--- src/rtl/hit_retrieval_reader.sv ---
// SSID query front end for the hit store: walks HNM -> HCM -> HIM reads and streams the stored hits oldest-first.
// Optional READER_STATS_EN adds saturating query/miss counters.
module hit_retrieval_reader #(
    parameter int SSIDBITS         = 16,
    parameter int COLINDEXBITS_HNM = 6,
    parameter int HITINFOBITS      = 8,
    parameter int MAXHITNBITS      = 4,
    parameter int ROWINDEXBITS_HIM = 10,
    parameter int HITSPERROW       = 4,
    parameter int NCOLS_HCM        = 14
) (
    input  logic                                 clock,
    input  logic                                 reset,
    input  logic                                 storageBusy,
    input  logic [SSIDBITS-1:0]                  querySSID,
    input  logic                                 queryValid,
    output logic                                 queryReady,
    output logic [SSIDBITS-COLINDEXBITS_HNM-1:0] rowIndex_HNM,
    input  logic [(1<<COLINDEXBITS_HNM)-1:0]     dataOut_HNM,
    output logic [SSIDBITS-1:0]                  rowIndex_HCM,
    input  logic [NCOLS_HCM-1:0]                 dataOut_HCM,
    output logic [ROWINDEXBITS_HIM-1:0]          rowIndex_HIM,
    input  logic [HITSPERROW*HITINFOBITS-1:0]    dataOut_HIM,
    output logic [HITINFOBITS-1:0]               hitInfo,
    output logic                                 hitValid,
    input  logic                                 hitReady,
    output logic                                 hitLast,
    output logic                                 hitTruncated,
    output logic                                 missValid
`ifdef READER_STATS_EN
    ,
    output logic [15:0]                          queryCount,
    output logic [15:0]                          missCount
`endif
);

    localparam int NCOLS_HIM = HITSPERROW * HITINFOBITS;
    localparam int IDXW      = $clog2(HITSPERROW) + 1;

    typedef enum logic [2:0] {
        IDLE, HNM_WAIT, HNM_CHECK, HCM_WAIT, HCM_CHECK, HIM_WAIT, HIM_LOAD, STREAM
    } state_t;

    state_t                 state;
    logic [SSIDBITS-1:0]    ssid;
    logic [MAXHITNBITS-1:0] count;
    logic [NCOLS_HIM-1:0]   hbuf;
    logic [IDXW-1:0]        n;
    logic [IDXW-1:0]        idx;
    logic                   trunc;

    logic [MAXHITNBITS-1:0] hcm_count;
    logic                   load_trunc;
    logic [IDXW-1:0]        load_n;
    logic [IDXW-1:0]        nxt;
    logic                   accept;

    assign hcm_count  = dataOut_HCM[MAXHITNBITS-1:0];
    assign load_trunc = count > MAXHITNBITS'(HITSPERROW);
    assign load_n     = load_trunc ? IDXW'(HITSPERROW) : IDXW'(count);
    assign nxt        = idx + 1'b1;
    assign queryReady = (state == IDLE) && !storageBusy && !reset;
    assign accept     = queryValid && queryReady;

    // Records are packed newest-at-bottom, so record i lives at slot n-1-i.
    function automatic logic [HITINFOBITS-1:0] rec(input logic [NCOLS_HIM-1:0] d,
                                                   input logic [IDXW-1:0] sel);
        return d[int'(sel)*HITINFOBITS +: HITINFOBITS];
    endfunction

    always_ff @(posedge clock) begin
        if (reset) begin
            state        <= IDLE;
            ssid         <= '0;
            count        <= '0;
            hbuf         <= '0;
            n            <= '0;
            idx          <= '0;
            trunc        <= 1'b0;
            rowIndex_HNM <= '0;
            rowIndex_HCM <= '0;
            rowIndex_HIM <= '0;
            hitInfo      <= '0;
            hitValid     <= 1'b0;
            hitLast      <= 1'b0;
            hitTruncated <= 1'b0;
            missValid    <= 1'b0;
        end else begin
            missValid <= 1'b0;
            case (state)
                IDLE: begin
                    if (accept) begin
                        ssid         <= querySSID;
                        rowIndex_HNM <= querySSID[SSIDBITS-1:COLINDEXBITS_HNM];
                        state        <= HNM_WAIT;
                    end
                end
                HNM_WAIT: state <= HNM_CHECK;
                HNM_CHECK: begin
                    if (dataOut_HNM[ssid[COLINDEXBITS_HNM-1:0]]) begin
                        rowIndex_HCM <= ssid;
                        state        <= HCM_WAIT;
                    end else begin
                        missValid <= 1'b1;
                        state     <= IDLE;
                    end
                end
                HCM_WAIT: state <= HCM_CHECK;
                HCM_CHECK: begin
                    count <= hcm_count;
                    if (hcm_count == '0) begin
                        missValid <= 1'b1;
                        state     <= IDLE;
                    end else begin
                        rowIndex_HIM <= dataOut_HCM[NCOLS_HCM-1 -: ROWINDEXBITS_HIM];
                        state        <= HIM_WAIT;
                    end
                end
                HIM_WAIT: state <= HIM_LOAD;
                HIM_LOAD: begin
                    hbuf         <= dataOut_HIM;
                    n            <= load_n;
                    trunc        <= load_trunc;
                    idx          <= '0;
                    hitValid     <= 1'b1;
                    hitInfo      <= rec(dataOut_HIM, load_n - 1'b1);
                    hitLast      <= (load_n == IDXW'(1));
                    hitTruncated <= load_trunc && (load_n == IDXW'(1));
                    state        <= STREAM;
                end
                STREAM: begin
                    if (hitReady) begin
                        if (hitLast) begin
                            hitValid     <= 1'b0;
                            hitLast      <= 1'b0;
                            hitTruncated <= 1'b0;
                            state        <= IDLE;
                        end else begin
                            idx          <= nxt;
                            hitInfo      <= rec(hbuf, n - 1'b1 - nxt);
                            hitLast      <= (nxt == n - 1'b1);
                            hitTruncated <= trunc && (nxt == n - 1'b1);
                        end
                    end
                end
                default: state <= IDLE;
            endcase
        end
    end

`ifdef READER_STATS_EN
    always_ff @(posedge clock) begin
        if (reset) begin
            queryCount <= '0;
            missCount  <= '0;
        end else begin
            if (accept && queryCount != 16'hFFFF)
                queryCount <= queryCount + 16'd1;
            if (missValid && missCount != 16'hFFFF)
                missCount <= missCount + 16'd1;
        end
    end
`endif

endmodule

--- config.mk ---
export PLATFORM = sky130hd
export DESIGN_NAME = hit_retrieval_reader
export DESIGN_NICKNAME = d
export VERILOG_FILES = /design/src/rtl/hit_retrieval_reader.sv
export SDC_FILE = /design/constraint.sdc
export NUM_CORES = 1
export LEC_CHECK = 0
export BUFFER_PORTS_ARGS = -buffer_cell sky130_fd_sc_hd__buf_4
export CAP_MARGIN = 20
export CORE_ASPECT_RATIO = 0.6
export CORE_MARGIN = 4
export CORE_UTILIZATION = 45
export DETAILED_ROUTE_END_ITERATION = 12
export PLACE_DENSITY = 0.83
export SYNTH_ARGS = -nofsm -noshare
export SYNTH_HDL_FRONTEND = slang
export SYNTH_SLANG_ARGS = --single-unit
--- constraint.sdc ---
create_clock -name clock -period 4.35 [get_ports clock]
set_input_delay 0.87 -clock clock [delete_from_list [all_inputs] [get_ports clock]]
set_output_delay 0.87 -clock clock [all_outputs]
set_load 0.1 [all_outputs]
**Word-level counts from Yosys, hierarchy flattened**

Cells that the tools add are included.

- $lt $le $gt $ge: 2
- Reductions and logical operators: 17
- Mux-type cells: 27
- Equality and inequality tests: 13
- Bitwise logic cells: 1
- Add/sub/neg operators: 4
- Shift-type cells: 2

Operators with widths:

| operator | count |
|---|---|
| 32-bit by 7-bit variable part select with 8-bit output | 2 |
| 3-bit case mux with 8 select lines | 1 |
| 3-bit 2-to-1 mux | 7 |
| 8-bit 2-to-1 mux | 2 |
| 8-bit case mux with 2 select lines | 1 |
| 3-bit == test (second input constant) | 4 |
| 1-bit 2-to-1 mux | 9 |
| 3-bit AND reduction | 3 |
| 2-bit != test (second input constant) | 4 |
| 1-bit case mux with 2 select lines | 4 |
| 2-bit AND reduction | 4 |
| 6-bit by 7-bit less-than comparator with 1-bit output (second input constant) | 1 |
| 1-bit binary-select mux with 6-bit select | 1 |
| 3-bit by 1-bit == test with 1-bit output (second input constant) | 2 |
| 3-bit by 2-bit == test with 1-bit output (second input constant) | 2 |
| 3-bit case mux with 2 select lines | 1 |
| 3-bit by 1-bit subtractor with 3-bit output (second input constant) | 2 |
| 1-bit logical AND | 5 |
| 4-bit by 3-bit greater-than comparator with 1-bit output (second input constant) | 1 |
| 4-bit logical NOT | 1 |
| 3-bit by 1-bit adder with 3-bit output (second input constant) | 1 |
| 3-bit == test | 1 |
| 3-bit logical NOT | 1 |
| 3-bit subtractor | 1 |
| 4 further kinds | 5 |

- Output and inout bits: 49
- Register bits after elaboration: 110

**Longest topological paths before layout**

Gate-level depths: netlist of run 1.

- Word-level depth: 6
- Depth in mapped cells: 11
- Gate-level depth less buffers: 8

**Worst setup path before layout of run 1**

OpenSTA, ideal clock, no wires.

- Path type: input -> register
- Start: in storageBusy
- End: reg rowIndex_HNM[0]
- Slack: 0.053 ns
- Arrival: 4.165 ns
- Path buffers: 1
- Cell stages on the path: 5
- Cell sequence: nor3b_1 nand2_1 clkbuf_1 nand2_1 a21oi_1

- Longest elaborated chain between the ends: 5

Ends and longest elaborated chain:

| item | line | source |
|---|---|---|
| start, declared | 14 | `input logic storageBusy,` |
| 1-bit logical NOT | 62 | `assign queryReady = (state == IDLE) && !storageBusy && !reset;` |
| 1-bit logical AND (2 in a row) | 62 |  |
| 1-bit logical AND | 63 | `assign accept = queryValid && queryReady;` |
| 2-bit AND reduction (no line) | n/a |  |
| end signal, assigned | 94 | `rowIndex_HNM <= querySSID[SSIDBITS-1:COLINDEXBITS_HNM];` |
| end, declared | 18 | `output logic [SSIDBITS-COLINDEXBITS_HNM-1:0] rowIndex_HNM,` |

No other way between the ends.
A chain may end at the register's enable or synchronous reset.

**Worst setup path after layout of run 1**

- Start: in reset
- End: out queryReady

- Longest elaborated chain between the ends: 2

Ends and longest elaborated chain:

| item | line | source |
|---|---|---|
| start, declared | 13 | `input logic reset,` |
| 1-bit logical NOT | 62 |  |
| 1-bit logical AND | 62 |  |
| end, declared | 17 | `output logic queryReady,` |

No other way between the ends.

==> metrics.yaml, run 1 <==
clock_network:
  path_clk_slew_ns: 0.06
  cts_made_buffers: 9
  clkSinkCount: 100
  cts_root_buffer: "clkbuf_16"
  htreeDepth: 3
  cts_resized: 0
  cts_tree: "yes"
  worstSkewPairLatency_ns: 0.34
  clk_path_buf_depth: 2
  postCtsHoldBufs: 0
  postCtsSetupRepairBufs: 0
route:
  vias: 4600
  routed_via_density: 5.489
  drt-wirelength-per-cell_um: 17.47
  drt-initial-drc-count: 367
  drtPass1Iterations: 5
  ant_nets: 0
  drc: 0
  routed_wl_um: 14640
setup_path:
  start_kind: "primary input"
  slowest_delay_ns: 0.48
  crit_path_cell_trace: "buf_4 > nor3b_1 > buf_4"
  crit_top_cell: "buf_4"
  criticalPathCategory: "primary input to output port"
  slowest_stage: "nor3b_1"
  r2r_cells: 7
  required_ns: 3.48
  crit_fanout: 85
  crit_path_end_kind: "output port"
  arrival_ns: 2.09
final_layout:
  diodes: 0
  final_cells: 838
  drive_above_1_share_pct: 32.47
  syn2layout_area_growth_pct: 30.29
  nNetsFinal: 833
worst_hold_path:
  hold_class: "flop to flop"
  hold_path_depth: 2
sta:
  setup_ws_ns: 1.390
  hold_viol: 0
  fmax_mhz: 337.9
  fin_skew_ns: 0.01005
  tns_ns: 0
  drv_slew: 0
  min_period_ns: 2.960
  maxSlewHeadroom_pct: 29.19
  tightest_slew_ns: 1.060
  final.period_utilization_pct: 68.04
  setup_viol: 0
  rsz0062_at_grt: "false"
power_and_ir_drop:
  p_int_uw: 1445
  sequentialPowerShare_pct: 48.8
  clkPwrFrac_pct: 37.7
  peakVddDrop_v: 0.0002315
  power_density_mw_per_mm2: 296.9
  p_comb_share_pct: 13.4
  total_power_uw: 1937
  swShare_pct: 25.41
  p_sw_uw: 492.1
  p_leak_uw: 0.002478
placed_design:
  dp.cells: 823
  preCtsSetupSlack_ns: 1.391
  hpwl_um: 11140
  io_buffers: 179
  place_congestion: 0.8275
floorplanning:
  dieArea_mm2: 0.01293
  die_w_um: 144.2
  dieHeight_um: 89.70
  start_util_pct: 46.77
  placementRows: 29
  core-area_mm2: 0.01070
  pin_count: 180
global_routing:
  track_usage_pct: 22.37
  grt_pass1_vias: 4633
  grt_pass1_wl_um: 23340
  grt_overflow: 0
  grt_max_degree: 86
  antenna_found_initial: 0
yosys:
  syn_area_per_cell_um2: 9.053
  seq_area_frac_synth_pct: 39.99
  synth_top_area_cell: "dfxtp_1"
  ys_warn_count: 0
  ys_top_cells_by_area: "dfxtp_1 (40%), nand2_1 (11%), mux4_2 (9.9%)"
  synth_seq_cells: 100
  yosysMostFrequentCell: "nand2_1"
  syn_area_mm2: 0.005006
  synth_ff_type: "dfxtp_1"
  synth_edf_count: 0
  synth_commonest_cells: "nand2_1 (144), dfxtp_1 (100), a21oi_1 (60)"
  synth_top_cell_area_share_pct: 39.99
  synthDistinctLibCells: 48
  synth_fp_nets: 691
  ys_async_sr_fraction_pct: 0
  syn-instance-count: 553
job:
  maxCapViolations: 0
status:
  status: "complete, no violations"
[path summary, 6_finish.rpt]
check | start | end | slack, ns
worst max register to register | ssid[1]$_SDFFE_PP0P_ | rowIndex_HCM[9]$_SDFFE_PP0P_ | 1.53
worst min-delay path | hbuf[0]$_SDFFE_PP0P_ | hbuf[0]$_SDFFE_PP0P_ | 0.46
worst min register to register | hbuf[0]$_SDFFE_PP0P_ | hbuf[0]$_SDFFE_PP0P_ | 0.46
worst max-delay path | reset | queryReady | 1.39
[worst max-delay path, delay by kind of cell]
family | cells | cell delay (ns)
buf+inv | 2 | 0.72
simple gates | 1 | 0.48
[routing by layer]
layer,up-vias,GRT usage (%),share of wire [%]
met4,0,7.997,2.5
met3,37,5.355,7.9
met1,2173,29.78,42
met2,196,35.57,48
li1,2194,-,-
met5,-,0,0
[power groups by stage]
stage / registers, uW / logic (uW) / clock network, uW
3_5_place_dp: 966 / 260 / 0
4_1_cts: 945 / 260 / 745
6_report: 945 / 260 / 731
5_1_grt: 948 / 278 / 783
2_1_floorplan: 961 / 153 / 0
3_3_place_gp: 964 / 251 / 0
[through the flow]
stage / instance area (um2) / util, % / hold WS, ns
global route: 6523 / 60.94 / 0.4719
detailed placement: 6255 / 58.43 / 0.4467
CTS: 6523 / 60.94 / 0.4555
global placement: 6243 / 58.33 / 0.4420
floorplan: 5006 / - / 0.4331
finish: 6523 / 60.94 / 0.4585
[placed cells by master (no fill, tap or decap), types with 4 or more instances in the layout]
cell and n:
mux2_2 4, inv_1 11, a21oi_1 60, ha_1 6
buf_4 180, a22oi_1 9, a211oi_1 9, o21ai_0 6
nand2_1 144, xnor2_1 4, nand3_1 7, mux4_1 7
clkbuf_16 9, dfxtp_1 100, nor2_1 39, mux4_2 22
mux2i_1 35
[logic make-up (layout without fill, tap and decap cells)]
family	after synthesis	in the layout	synth area share (%)
AOI/OAI and AO/OA	99	99	11.70
adders and majority gates	7	7	1.900
DFF	100	100	39.99
muxes	68	68	21.47
and+or+nand+nor	212	212	17.37
buffers and inverters	62	208	6.698
xor gates and xnor gates	5	5	0.8747
[cell type report]
cell class              instances  area, um2
clock buffers                  10      229.0
clock inverters                 5      38.79
fillers                       891       4182
inverters                      12      45.04
multi-input cells             391       2671
flip-flops and latches        100       2002
well taps                     139      173.9
repair buffers                181       1363
[flip-flops by register name, summed over array words and instances (netlist names), 3 cells and up]
signal	flops
count	4
hbuf	32
hitInfo	8
idx	3
n	3
rowIndex_HCM	16
rowIndex_HIM	10
rowIndex_HNM	10
ssid	6
state	3
Power figures use the tool's default switching activity.
==> inputs of run 2 (changes only) <==
- clock period: 4.35 -> 3.07 ns (I/O delays scaled with it)
==> metrics.yaml, run 2 (same netlist as run 1, synthesis figures left out) <==
status:
  status: "complete, no violations"
setup_path:
  slowest_delay_ns: 0.98  # +0.50 ns
  arrival_ns: 3.11  # +1.02 ns
  slowest_stage: "dfxtp_1"
  required_ns: 3.34  # -0.14 ns
  crit_path_end_kind: "flop"
  start_kind: "flop"
  crit_path_cell_trace: "mux2_2 > o22ai_1 > a311oi_1 > o21ai_1 > o21ai_2 > nor2b_4 > mux2i_1"
  r2r_cells: 7  # unchanged
  criticalPathCategory: "flop to flop"
  crit_fanout: 21  # -75%
route:
  drc: 0  # unchanged
  routed_via_density: 5.467  # -0.41%
  routed_wl_um: 14790  # +1.0%
  drtPass1Iterations: 5  # unchanged
  drt-initial-drc-count: 440  # +20%
  drt-wirelength-per-cell_um: 17.53  # +0.31%
  ant_nets: 0  # unchanged
  vias: 4614  # +0.30%
power_and_ir_drop:
  power_density_mw_per_mm2: 430.7  # +45%
  peakVddDrop_v: 0.0002973  # +28%
  p_leak_uw: 0.002518  # +1.6%
global_routing:
  grt_pass1_wl_um: 23350  # about the same
  grt_overflow: 0  # unchanged
  track_usage_pct: 22.37  # about the same
  grt_pass1_vias: 4708  # +1.6%
  antenna_found_initial: 0  # unchanged
  grt_max_degree: 84  # -2.3%
sta:
  rsz0062_at_grt: "false"
  setup_viol: 0  # unchanged
  tns_ns: 0  # unchanged
  min_period_ns: 2.839
  setup_ws_ns: 0.2312  # -1.159 ns
  maxSlewHeadroom_pct: 33.60  # +4.4 points
  hold_viol: 0  # unchanged
  fin_skew_ns: 0.01098  # +0.0009308 ns
  tightest_slew_ns: 0.9946  # -0.06535 ns
  drv_slew: 0  # unchanged
  final.period_utilization_pct: 92.47
  fmax_mhz: 352.3
placed_design:
  hpwl_um: 11430  # +2.6%
  preCtsSetupSlack_ns: 0.2872  # -1.104 ns
  io_buffers: 179  # unchanged
  place_congestion: 0.8667  # +4.7%
floorplanning:
  dieArea_mm2: 0.01293  # unchanged
  start_util_pct: 46.77  # unchanged
  core-area_mm2: 0.01070  # unchanged
  pin_count: 180  # unchanged
  dieHeight_um: 89.70  # unchanged
  placementRows: 29  # unchanged
  die_w_um: 144.2  # unchanged
worst_hold_path:
  hold_path_depth: 2  # unchanged
  hold_class: "flop to flop"
clock_network:
  path_clk_slew_ns: 0.07  # about the same
  cts_root_buffer: "clkbuf_16"
  postCtsHoldBufs: 0  # unchanged
  cts_made_buffers: 9  # unchanged
  clk_path_buf_depth: 2  # unchanged
  htreeDepth: 3  # unchanged
  cts_resized: 0  # unchanged
  cts_tree: "yes"
  clkSinkCount: 100  # unchanged
  postCtsSetupRepairBufs: 0  # unchanged
  worstSkewPairLatency_ns: 0.34  # about the same
final_layout:
  largest_reg_flops: 32  # unchanged
  reg.largest.list: "hbuf: 32 flops, rowIndex_HCM: 16 flops"
  num-fill-cells: 906  # +1.7%
  drive_above_1_share_pct: 33.33  # +0.86 points
  fin_util_pct: 61.58  # +0.64 points
  regMostFlops: "hbuf"
  syn2layout_area_growth_pct: 31.67
  final_common_cell: "buf_4"
  diodes: 0  # unchanged
  layout_common_cells: "buf_4 (186), nand2_1 (144), dfxtp_1 (100), a21oi_1 (60), nor2_1 (39)"
  nNetsFinal: 838  # +0.60%
job:
  maxCapViolations: 0  # unchanged
-- run 2: cell count changes in the layout (fill, tap and decap cells not counted) --
cell,delta
clkinv_4,-2
clkbuf_1,-1
buf_4,+6
inv_6,+1
bufinv_16,+1
buf_6,-1
nor3b_1,-1
clkinv_2,+1
nor3b_2,+1
clkinvlp_4,+1
-- run 2: area by class of cell --
cell class / instances / area, um2 / share of cell area [%]
Inverter: 12 / 45.04 / 0.6834
Multi-Input combinational cell: 391 / 2676 / 40.60
Tap cell: 139 / 173.9 / 2.639
Sequential cell: 100 / 2002 / 30.37
Clock buffer: 9 / 225.2 / 3.417
Clock inverter: 7 / 72.57 / 1.101
Timing Repair Buffer: 186 / 1396 / 21.18
-- run 2: power breakdown --
group	switching, uW	internal [uW]	total [uW]
registers	25.3	1310	1340
clock network	494	635	1130
logic	186	189	374
total	705	2130	2840
-- run 2: worst paths after layout --
path,start,to,slack (ns)
min reg2reg,hbuf[29]$_SDFFE_PP0P_,hbuf[29]$_SDFFE_PP0P_,0.46
max reg2reg,ssid[1]$_SDFFE_PP0P_,rowIndex_HCM[9]$_SDFFE_PP0P_,0.23
min,hbuf[29]$_SDFFE_PP0P_,hbuf[29]$_SDFFE_PP0P_,0.46
max,ssid[1]$_SDFFE_PP0P_,rowIndex_HCM[9]$_SDFFE_PP0P_,0.23
-- run 2: worst max-delay path: cells and delay by family, from the launching register on --
family          cells  cell delay [ns]
flops               1             0.98
compound gates      4             0.65
mux                 2             0.57
simple gates        1             0.56
-- run 2: through the flow --
| stage | hold WS, ns | cells | total power (uW) | cell area (um2) |
|---|---|---|---|---|
| finish | 0.4563 | 844 | 2839 | 6591 |
| global route | 0.4762 | 844 | 2944 | 6591 |
| CTS | 0.4576 | 843 | 2861 | 6584 |
| detailed placement | 0.4478 | 827 | 1738 | 6286 |
| global placement | 0.4397 | 827 | 1725 | 6286 |
| floorplan | 0.4331 | 553 | 1578 | 5011 |
-- run 2: per-layer routing --
metal	share of wire (%)	GRT usage (%)	vias up	wire length (um)
met5	0	0	-	0
met4	1.9	7.609	0	280
met3	6.9	5.143	27	1023
met2	49	36.38	200	7250
met1	42	29.35	2180	6239
li1	-	-	2207	-
